`src/rtl/ms_seq_pkg.sv`:
```
// ms_seq_pkg: shared types and constants for the multi-step command sequencer
package ms_seq_pkg;
  typedef enum logic [1:0] {UIdle, UReq, UHeld, URel} unity_st_t;
  localparam int STEP_W_DEF = 10;
  localparam int PPL_W_DEF = 16;
  localparam logic [1:0] CMD_LEN_NONE = 2'd0;
  localparam logic [1:0] CMD_LEN_ONE = 2'd1;
  localparam logic [1:0] CMD_LEN_TWO = 2'd2;
  localparam logic [1:0] CMD_LEN_THREE = 2'd3;
endpackage

```
`src/rtl/ms_unity_hs.sv`:
```
// ms_unity_hs: 4-phase unity resource handshake between decoder and core arbiter
module ms_unity_hs
  import ms_seq_pkg::*;
(
  input  logic i_clk,
  input  logic i_rst_n,
  input  logic i_en,
  input  logic i_req,
  input  logic i_len_valid,
  input  logic i_retire,
  input  logic i_flush,
  input  logic i_gnt,
  output logic o_unity_req,
  output logic o_ack
);
  unity_st_t r_state;
  unity_st_t w_next;
  always_ff @(posedge i_clk or negedge i_rst_n)
    if (!i_rst_n) r_state <= UIdle;
    else if (i_en) r_state <= w_next;
  always_comb begin
    w_next = r_state;
    case (r_state)
      UIdle: w_next = (i_req && i_len_valid && !i_flush) ? UReq : UIdle;
      UReq:  w_next = i_flush ? URel : (i_gnt ? UHeld : UReq);
      UHeld: w_next = (i_flush || !i_req || i_retire) ? URel : UHeld;
      URel:  w_next = i_gnt ? URel : UIdle;
      default: w_next = UIdle;
    endcase
  end
  // Moore decode of the state register keeps both outputs glitch-free
  always_comb begin
    o_unity_req = (r_state == UReq) || (r_state == UHeld);
    o_ack = r_state == UHeld;
  end
endmodule

```
`src/rtl/ms_cmd_seq.sv`:
```
// ms_cmd_seq: multi-step command sequencer; MS_STEP_WDOG_EN adds a non-retire watchdog
module ms_cmd_seq
  import ms_seq_pkg::*;
#(
  parameter int STEP_W = STEP_W_DEF,
  parameter int PPL_W = PPL_W_DEF,
  parameter int WDOG_LIMIT = 1023
) (
  input  logic              AClkH,
  input  logic              AResetHN,
  input  logic              AClkHEn,
  input  logic [1:0]        AQueWords,
  input  logic [1:0]        ACmdLen,
  output logic              ACmdLenValid,
  output logic [STEP_W-1:0] AStepThis,
  input  logic [STEP_W-1:0] AStepNext,
  output logic [PPL_W-1:0]  APplListThis,
  input  logic [PPL_W-1:0]  APplListNext,
  input  logic              ADecUnityReq,
  output logic              ADecUnityAck,
  output logic              AUnityReq,
  input  logic              AUnityGnt,
  input  logic              AMemPend,
  input  logic              AFlush,
  output logic [1:0]        AQuePop,
  output logic              AIpAdv,
  output logic              ACmdBusy,
  output logic              AWdogTrap
);
  localparam int WDOG_W = $clog2(WDOG_LIMIT + 1);
  logic [STEP_W-1:0] r_step;
  logic [PPL_W-1:0] r_ppl;
  logic w_ack, w_len_valid, w_ublock, w_adv, w_retire, w_trap;
  assign w_len_valid = (ACmdLen != CMD_LEN_NONE) && (AQueWords >= ACmdLen);
  assign w_ublock = ADecUnityReq && !w_ack;
  assign w_adv = AClkHEn && w_len_valid && !AMemPend && !w_ublock && !AFlush && !w_trap;
  assign w_retire = w_adv && (AStepNext == '0);
  assign ACmdLenValid = w_len_valid;
  assign ADecUnityAck = w_ack;
  assign AQuePop = w_retire ? ACmdLen : 2'd0;
  assign AIpAdv = w_retire;
  assign ACmdBusy = |r_step;
  assign AStepThis = r_step;
  assign APplListThis = r_ppl;
  assign AWdogTrap = w_trap;
  always_ff @(posedge AClkH or negedge AResetHN)
    if (!AResetHN) begin
      r_step <= '0;
      r_ppl <= '0;
    end else if (AClkHEn && AFlush) begin
      r_step <= '0;
      r_ppl <= '0;
    end else if (w_adv) begin
      r_step <= AStepNext;
      r_ppl <= APplListNext;
    end
`ifdef MS_STEP_WDOG_EN
  logic [WDOG_W-1:0] r_wdog_cnt;
  // the count saturates at the limit because the trap itself blocks further advances
  always_ff @(posedge AClkH or negedge AResetHN)
    if (!AResetHN) r_wdog_cnt <= '0;
    else if (AClkHEn && (AFlush || w_retire)) r_wdog_cnt <= '0;
    else if (w_adv) r_wdog_cnt <= r_wdog_cnt + 1'b1;
  assign w_trap = r_wdog_cnt == WDOG_W'(WDOG_LIMIT);
`else
  logic [WDOG_W-1:0] w_unused_wdog;
  assign w_unused_wdog = '0;
  assign w_trap = 1'b0;
`endif
  ms_unity_hs u_unity (
    .i_clk       (AClkH),
    .i_rst_n     (AResetHN),
    .i_en        (AClkHEn),
    .i_req       (ADecUnityReq),
    .i_len_valid (w_len_valid),
    .i_retire    (w_retire),
    .i_flush     (AFlush),
    .i_gnt       (AUnityGnt),
    .o_unity_req (AUnityReq),
    .o_ack       (w_ack)
  );
endmodule

```
`config.mk`:
```
export PLATFORM = sky130hd
export DESIGN_NAME = ms_cmd_seq
export DESIGN_NICKNAME = d
export VERILOG_FILES = /design/src/rtl/ms_seq_pkg.sv /design/src/rtl/ms_unity_hs.sv /design/src/rtl/ms_cmd_seq.sv
export SDC_FILE = /design/constraint.sdc
export NUM_CORES = 1
export LEC_CHECK = 0
export ABC_CLOCK_PERIOD_IN_PS = 3300
export CAP_MARGIN = 30
export CORE_MARGIN = 4
export CORE_UTILIZATION = 42
export DETAILED_ROUTE_END_ITERATION = 6
export GPL_TIMING_DRIVEN = 0
export PLACE_DENSITY = 0.83
export SYNTH_ARGS = -nofsm -noshare
export SYNTH_HDL_FRONTEND = slang
export SYNTH_SLANG_ARGS = --single-unit
```
`constraint.sdc`:
```
create_clock -name AClkH -period 3.3 [get_ports AClkH]
set_clock_uncertainty 0.2 [all_clocks]
set_input_delay 0.66 -clock AClkH [delete_from_list [all_inputs] [get_ports AClkH]]
set_output_delay 0.66 -clock AClkH [all_outputs]
set_load 0.01 [all_outputs]
```
==> results of run 1 <==
cell usage in the layout, fill, tap and decap left out, types with 2 or more instances in the layout:
master           synthesis  routed
clkbuf_4                 0       3
nand2b_1                 2       2
nor4_1                   5       5
nor2b_1                  3       3
a22o_1                  23      23
nand3_1                  6       6
dlygate4sd2_1            0       5
and2_1                   2       2
nor2_1                   4       4
o21ai_0                  5       5
buf_4                    1       3
ha_1                     6       5
inv_1                    5       5
dfrtp_1                 28      28
buf_6                    4       5
clkdlybuf4s50_1          0      62
a21oi_1                  6       6
registers in the layout, indices dropped and copies added (netlist names):
register and flops:
u_unity.r_state 2, APplListThis 16, AStepThis 10
worst min path at each step:
stage	start	end	slack [ps]
after detailed placement	APplListThis[10]$_DFFE_PN0P_	APplListThis[10]$_DFFE_PN0P_	280
after CTS	APplListThis[1]$_DFFE_PN0P_	APplListThis[1]$_DFFE_PN0P_	320
after global placement	APplListThis[15]$_DFFE_PN0P_	APplListThis[15]$_DFFE_PN0P_	280
final	APplListThis[1]$_DFFE_PN0P_	APplListThis[1]$_DFFE_PN0P_	310
after global routing	APplListThis[10]$_DFFE_PN0P_	APplListThis[10]$_DFFE_PN0P_	340
after floorplan	AResetHN	APplListThis[0]$_DFFE_PN0P_	160
cells by family (layout without fill, tap and decap cells):
| group | Yosys count | after routing | synth area share, % |
|---|---|---|---|
| DFF | 28 | 28 | 50.96 |
| other | 1 | 1 | 0.2727 |
| adders and majority gates | 6 | 6 | 5.459 |
| buffers and inverters | 11 | 88 | 5.824 |
| and+or+nand+nor | 28 | 28 | 13.28 |
| AOI/OAI and AO/OA | 40 | 40 | 24.20 |
report_power, final:
part	switching (mW)	total, mW	internal, mW
registers	0.0158	0.379	0.363
clock network	0.103	0.170	0.0676
logic	0.110	0.250	0.140
total	0.228	0.799	0.571
critical path, cell delays in order:
cell and delay, ps:
clkdlybuf4s50_1 450, inv_1 40, ha_1 280, or3b_4 400
o221ai_4 100, buf_6 160, inv_6 40, clkdlybuf4s15_1 220
routing by layer:
| metal | track usage, % | up-vias |
|---|---|---|
| met4 | 5.959 | 0 |
| met2 | 34.64 | 45 |
| li1 | - | 582 |
| met1 | 22.11 | 628 |
| met3 | 1.880 | 8 |
| met5 | 0 | - |
repair_timing:
action | 4_1_cts | 5_1_grt
gates resized for setup | 10 | 3
setup endpoints to repair | 4 | 2
setup buffers | 2 | 1
pin swaps | 2 | 1
stage by stage:
stage                     total power, mW  hold WS [ps]
after global placement             0.6131         281.9
after global routing               0.8357         343.7
after CTS                          0.7980         320.1
after detailed placement           0.6283         283.5
final                              0.7994         314.6
after floorplan                    0.4933         164.4
final cells by class:
| cell class | count | area, µm² |
|---|---|---|
| repair buffers | 73 | 733.2 |
| clock buffers | 4 | 36.28 |
| plain buffers | 5 | 52.55 |
| well taps | 44 | 55.05 |
| fillers | 251 | 894.6 |
| inverters | 6 | 27.53 |
| multi-input cells | 75 | 603.1 |
| flip-flops and latches | 28 | 700.7 |
==> impl_metrics.csv, run 1 <==
group,metric,value,unit
timing,hold_violations,0,
drt,drt_iter0_drc,62,
synthesis,synth.yosys.warnings,0,
worst_setup_path,r2r_setup_slack,1040,ps
drt,drc_errors,0,
clocking,cts_sinks,28,
pwr,power.leakage,0.9709,nW
worst_setup_path,cp.arrival,2350,ps
final_layout,antenna_cells,0,
drt,avgViaCountPerCell,5.374,
timing,max_slew_margin,64.53,%
drt,ant_nets,0,
clocking,holdBufCountCts,0,
timing,drv_slew,0,
place,portBuffers,69,
global_routing,grt_pass1_vias,1350,
drt,wirelength,3.924,mm
place,place_hpwl,3.121,mm
synthesis,synth.area.top_cells,"dfrtp_1 51%, a22o_1 15%, ha_1 5.5%",
drt,dr_wl_met2,2.122,mm
final_layout,final_nets,235,
worst_setup_path,crit_path_end,"ACmdLenValid",
drt,first_pass_iters,4,
hold_path,hold-path-cell-count,1,
timing,fin_tns_setup,0,ps
floorplan,ios,71,
final_layout,fin_util,71.17,%
clocking,clk_transition_reported_paths,150,ps
clocking,htree_levels,1,
pwr,power_density,362.0,mW/mm²
synthesis,synth_area_leader_cell,"dfrtp_1",
synthesis,syn_inst,114,
synthesis,syn_area,0.001375,mm²
floorplan,dieWidth,65.22,µm
floorplan,dieArea,0.004254,mm²
drt,top_layer,"met4",
timing,rsz0062_at_grt,"no",
worst_setup_path,r2r-end,"APplListThis[2]$_DFFE_PN0P_",
drt,wire_per_inst,16.70,µm
clocking,cts_root_buffer,"clkbuf_4",
job,maxCapViolCount,0,
worst_setup_path,reg2reg_from,"u_unity.r_state[0]$_DFFE_PN0P_",
global_routing,overflow,0,
worst_setup_path,crit_path_end_kind,"primary output",
place,gp_congestion,0.7740,
place,dp.cells,228,
timing,fmax,311.3,MHz
clocking,cts_tree,"done",
floorplan,core,0.003103,mm²
worst_setup_path,criticalPathCategory,"input port to primary output",
worst_setup_path,cp.required,2440,ps
place,dp_slack,-377.3,ps
timing,fin_ws,87.79,ps
global_routing,antenna_found_initial,0,
final_layout,area_growth,60.60,%
timing,tightest_slew,530.5,ps
hold_path,min_path_type,"flop to flop",
worst_setup_path,reg2regPathDepth,8,
worst_setup_path,cp_max_fo,5,
final_layout,fin_cells,235,
global_routing,grt_max_degree,20,
synthesis,synthFlopType,"dfrtp_1",
synthesis,netlist_top_cells_count,"28 x dfrtp_1, 23 x a22o_1, 6 x a21oi_1, 6 x ha_1, 6 x nand3_1",
timing,period_minus_slack,3212,ps
final_layout,final_area,0.002208,mm²
timing,setup_viol,0,
clocking,cts_made_buffers,3,
synthesis,synth_edf_count,0,
drt,wl_met3,150,µm
synthesis,synth.most_common_cell,"dfrtp_1",
pwr,vdd_drop_max,199.1,µV
synthesis,synth_top_area_share,50.96,%
floorplan,initial_core_util,44.31,%
worst_setup_path,critPathLaunch,"AQueWords[0]",
drt,route.layer.met1.wl,1.577,mm
floorplan,rows,20,
worst_setup_path,cp-start-kind,"input port",
synthesis,ys_seq_area_share,50.96,%
place,dpl_cell_area,0.002148,mm²
drt,routed-via-count,1263,
timing,period_share,97.34,%
synthesis,synth.distinct_cells,28,
final_layout,drive_above_1_share,11.52,%
global_routing,grt_pass1_wl,6.189,mm
synthesis,synth-async-reset-ratio,100.0,%
global_routing,track_usage,18.56,%
clocking,insertion_delay,330,ps
status,status,"finished clean",
synthesis,synth_fp_nets,157,
synthesis,ys_seq_elements,28,
floorplan,die_h,65.22,µm
synthesis,avgSynthCellArea,12.06,µm²
clocking,cts_buffer_depth,2,
(Power assumes the default switching activity.)
==> inputs of run 2 (changes only) <==
--- a/config.mk
+++ b/config.mk
@@ -5,13 +5,13 @@
 export SDC_FILE = /design/constraint.sdc
 export NUM_CORES = 1
 export LEC_CHECK = 0
-export ABC_CLOCK_PERIOD_IN_PS = 3300
+export ABC_CLOCK_PERIOD_IN_PS = 3600
 export CAP_MARGIN = 30
 export CORE_MARGIN = 4
-export CORE_UTILIZATION = 42
+export CORE_UTILIZATION = 39
 export DETAILED_ROUTE_END_ITERATION = 6
 export GPL_TIMING_DRIVEN = 0
-export PLACE_DENSITY = 0.83
+export PLACE_DENSITY = 0.78
 export SYNTH_ARGS = -nofsm -noshare
 export SYNTH_HDL_FRONTEND = slang
 export SYNTH_SLANG_ARGS = --single-unit
==> constraint.sdc (replaced) <==
create_clock -name AClkH -period 3.6 [get_ports AClkH]
set_clock_uncertainty 0.2 [all_clocks]
set_input_delay 0.72 -clock AClkH [delete_from_list [all_inputs] [get_ports AClkH]]
set_output_delay 0.72 -clock AClkH [all_outputs]
set_load 0.01 [all_outputs]
==> impl_metrics.csv, run 2 (same netlist as run 1, synthesis figures left out) <==
group,metric,value,unit
global_routing,grt_pass1_vias,1303,
floorplan,core,0.003363,mm²
clocking,cts_sinks,28,
worst_setup_path,cp.arrival,2570,ps
final_layout,regArea,700.7,µm²
pwr,vdd_drop_max,183.9,µV
final_layout,antenna_cells,0,
clocking,cts_tree,"done",
timing,fin_tns_setup,0,ps
pwr,power_density,329.2,mW/mm²
worst_setup_path,crit_path_end_kind,"primary output",
place,gp_congestion,0.8063,
pwr,internal_power,0.5232,mW
pwr,power.total,0.7294,mW
pwr,power.share.switching,28.27,%
drt,routed-via-count,1246,
timing,period_share,96.96,%
global_routing,grt_max_degree,18,
timing,drv_slew,0,
pwr,power.leakage,0.9897,nW
final_layout,drive_above_1_share,10.47,%
timing,fmax,286.5,MHz
clocking,cts_root_buffer,"clkbuf_4",
timing,period_minus_slack,3491,ps
job,maxCapViolCount,0,
timing,rsz0062_at_grt,"no",
timing,max_slew_margin,55.38,%
drt,avgViaCountPerCell,5.257,
worst_setup_path,criticalPathCategory,"input port to primary output",
worst_setup_path,cp_max_fo,4,
final_layout,fin_util,65.89,%
drt,drt_iter0_drc,48,
final_layout,layout_commonest_cell,"clkdlybuf4s50_1",
final_layout,largest_reg_flops,16,
floorplan,initial_core_util,40.89,%
clocking,cts_made_buffers,3,
global_routing,track_usage,18.44,%
clocking,cts_buffer_depth,2,
status,status,"finished clean",
clocking,holdBufCountCts,0,
floorplan,dieWidth,67.38,µm
pwr,switchingPower,0.2062,mW
global_routing,grt_pass1_wl,6.285,mm
worst_setup_path,cp-start-kind,"input port",
global_routing,overflow,0,
final_layout,area_growth,61.15,%
drt,ant_nets,0,
pwr,pwr-share-seq,47.7,%
place,portBuffers,69,
place,place_hpwl,3.244,mm
hold_path,min_path_type,"flop to flop",
drt,first_pass_iters,4,
clocking,htree_levels,1,
timing,tightest_slew,667.2,ps
drt,wire_per_inst,17.00,µm
timing,setup_viol,0,
final_layout,multiInputGateArea,600.6,µm²
drt,wirelength,4.030,mm
floorplan,rows,21,
pwr,clockPowerShare,21.2,%
pwr,combPwrFrac,31.1,%
final_layout,final_cell_mix,"63 x clkdlybuf4s50_1, 28 x dfrtp_1, 23 x a22o_1",
floorplan,ios,71,
drt,drc_errors,0,
final_layout,nFillCells,292,
floorplan,die_h,67.38,µm
global_routing,antenna_found_initial,0,
final_layout,final_nets,235,
clocking,clk_transition_reported_paths,140,ps
clocking,insertion_delay,330,ps
worst_setup_path,cp.required,2680,ps
floorplan,dieArea,0.004540,mm²
timing,hold_violations,0,
run 2: worst max-delay path, cell delays in order:
cell and delay [ps]:
clkdlybuf4s50_1 530, inv_1 80, ha_1 220, or3b_4 390, o221ai_4 100, nor3_4 90
and2_1 160, dlygate4sd2_1 280
run 2: worst paths after layout:
check / from / end / slack [ps] / cells after the start
min: APplListThis[5]$_DFFE_PN0P_ / APplListThis[5]$_DFFE_PN0P_ / 320 / 1
max in group asynchronous: AResetHN / AStepThis[4]$_DFFE_PN0P_ / 2110 / 2
min reg2reg: APplListThis[5]$_DFFE_PN0P_ / APplListThis[5]$_DFFE_PN0P_ / 320 / 1
max reg2reg: u_unity.r_state[0]$_DFFE_PN0P_ / APplListThis[2]$_DFFE_PN0P_ / 1410 / 7
min in group asynchronous: AResetHN / APplListThis[11]$_DFFE_PN0P_ / 580 / 1
max: ACmdLen[1] / AQuePop[0] / 110 / 8
run 2: area by class of cell:
| cell class | count | share of cell area [%] |
|---|---|---|
| timing repair buffer | 73 | 33.43 |
| sequential | 28 | 31.62 |
| multi-input combinational | 75 | 27.10 |
| tap | 46 | 2.597 |
| buffer | 5 | 2.372 |
| clock buffer | 4 | 1.637 |
| inverter | 6 | 1.242 |
run 2: repair_timing:
action                     in CTS  in global routing
buffers inserted                2                  1
gates resized for setup         7                  1
pin swaps                       1                  1
setup endpoints to repair       3                  1
run 2: power groups by stage:
stage | clock network, mW | logic [mW] | registers, mW
global placement | 0 | 0.210 | 0.352
floorplan | 0 | 0.0949 | 0.357
global route | 0.169 | 0.246 | 0.351
finish | 0.155 | 0.227 | 0.348
CTS | 0.156 | 0.228 | 0.349
detailed placement | 0 | 0.224 | 0.354
run 2: through the flow:
stage                     hold slack, ps  cell area [µm²]  cells  setup slack, ps
final                              324.2             2216    237            109.3
after detailed placement           292.0             2151    230           -209.2
after global routing               333.7             2216    237            13.68
after floorplan                    224.4             1375    114            790.9
after CTS                          329.2             2206    236            20.34
after global placement             284.0             2123    229           -177.4
run 2: routing by layer:
| layer | track usage (%) | up-vias | routed length (µm) |
|---|---|---|---|
| met4 | 5.823 | 0 | 48 |
| li1 | - | 584 | - |
| met2 | 33.13 | 40 | 2259 |
| met1 | 23.16 | 615 | 1562 |
| met5 | 0 | - | 0 |
| met3 | 1.830 | 7 | 160 |
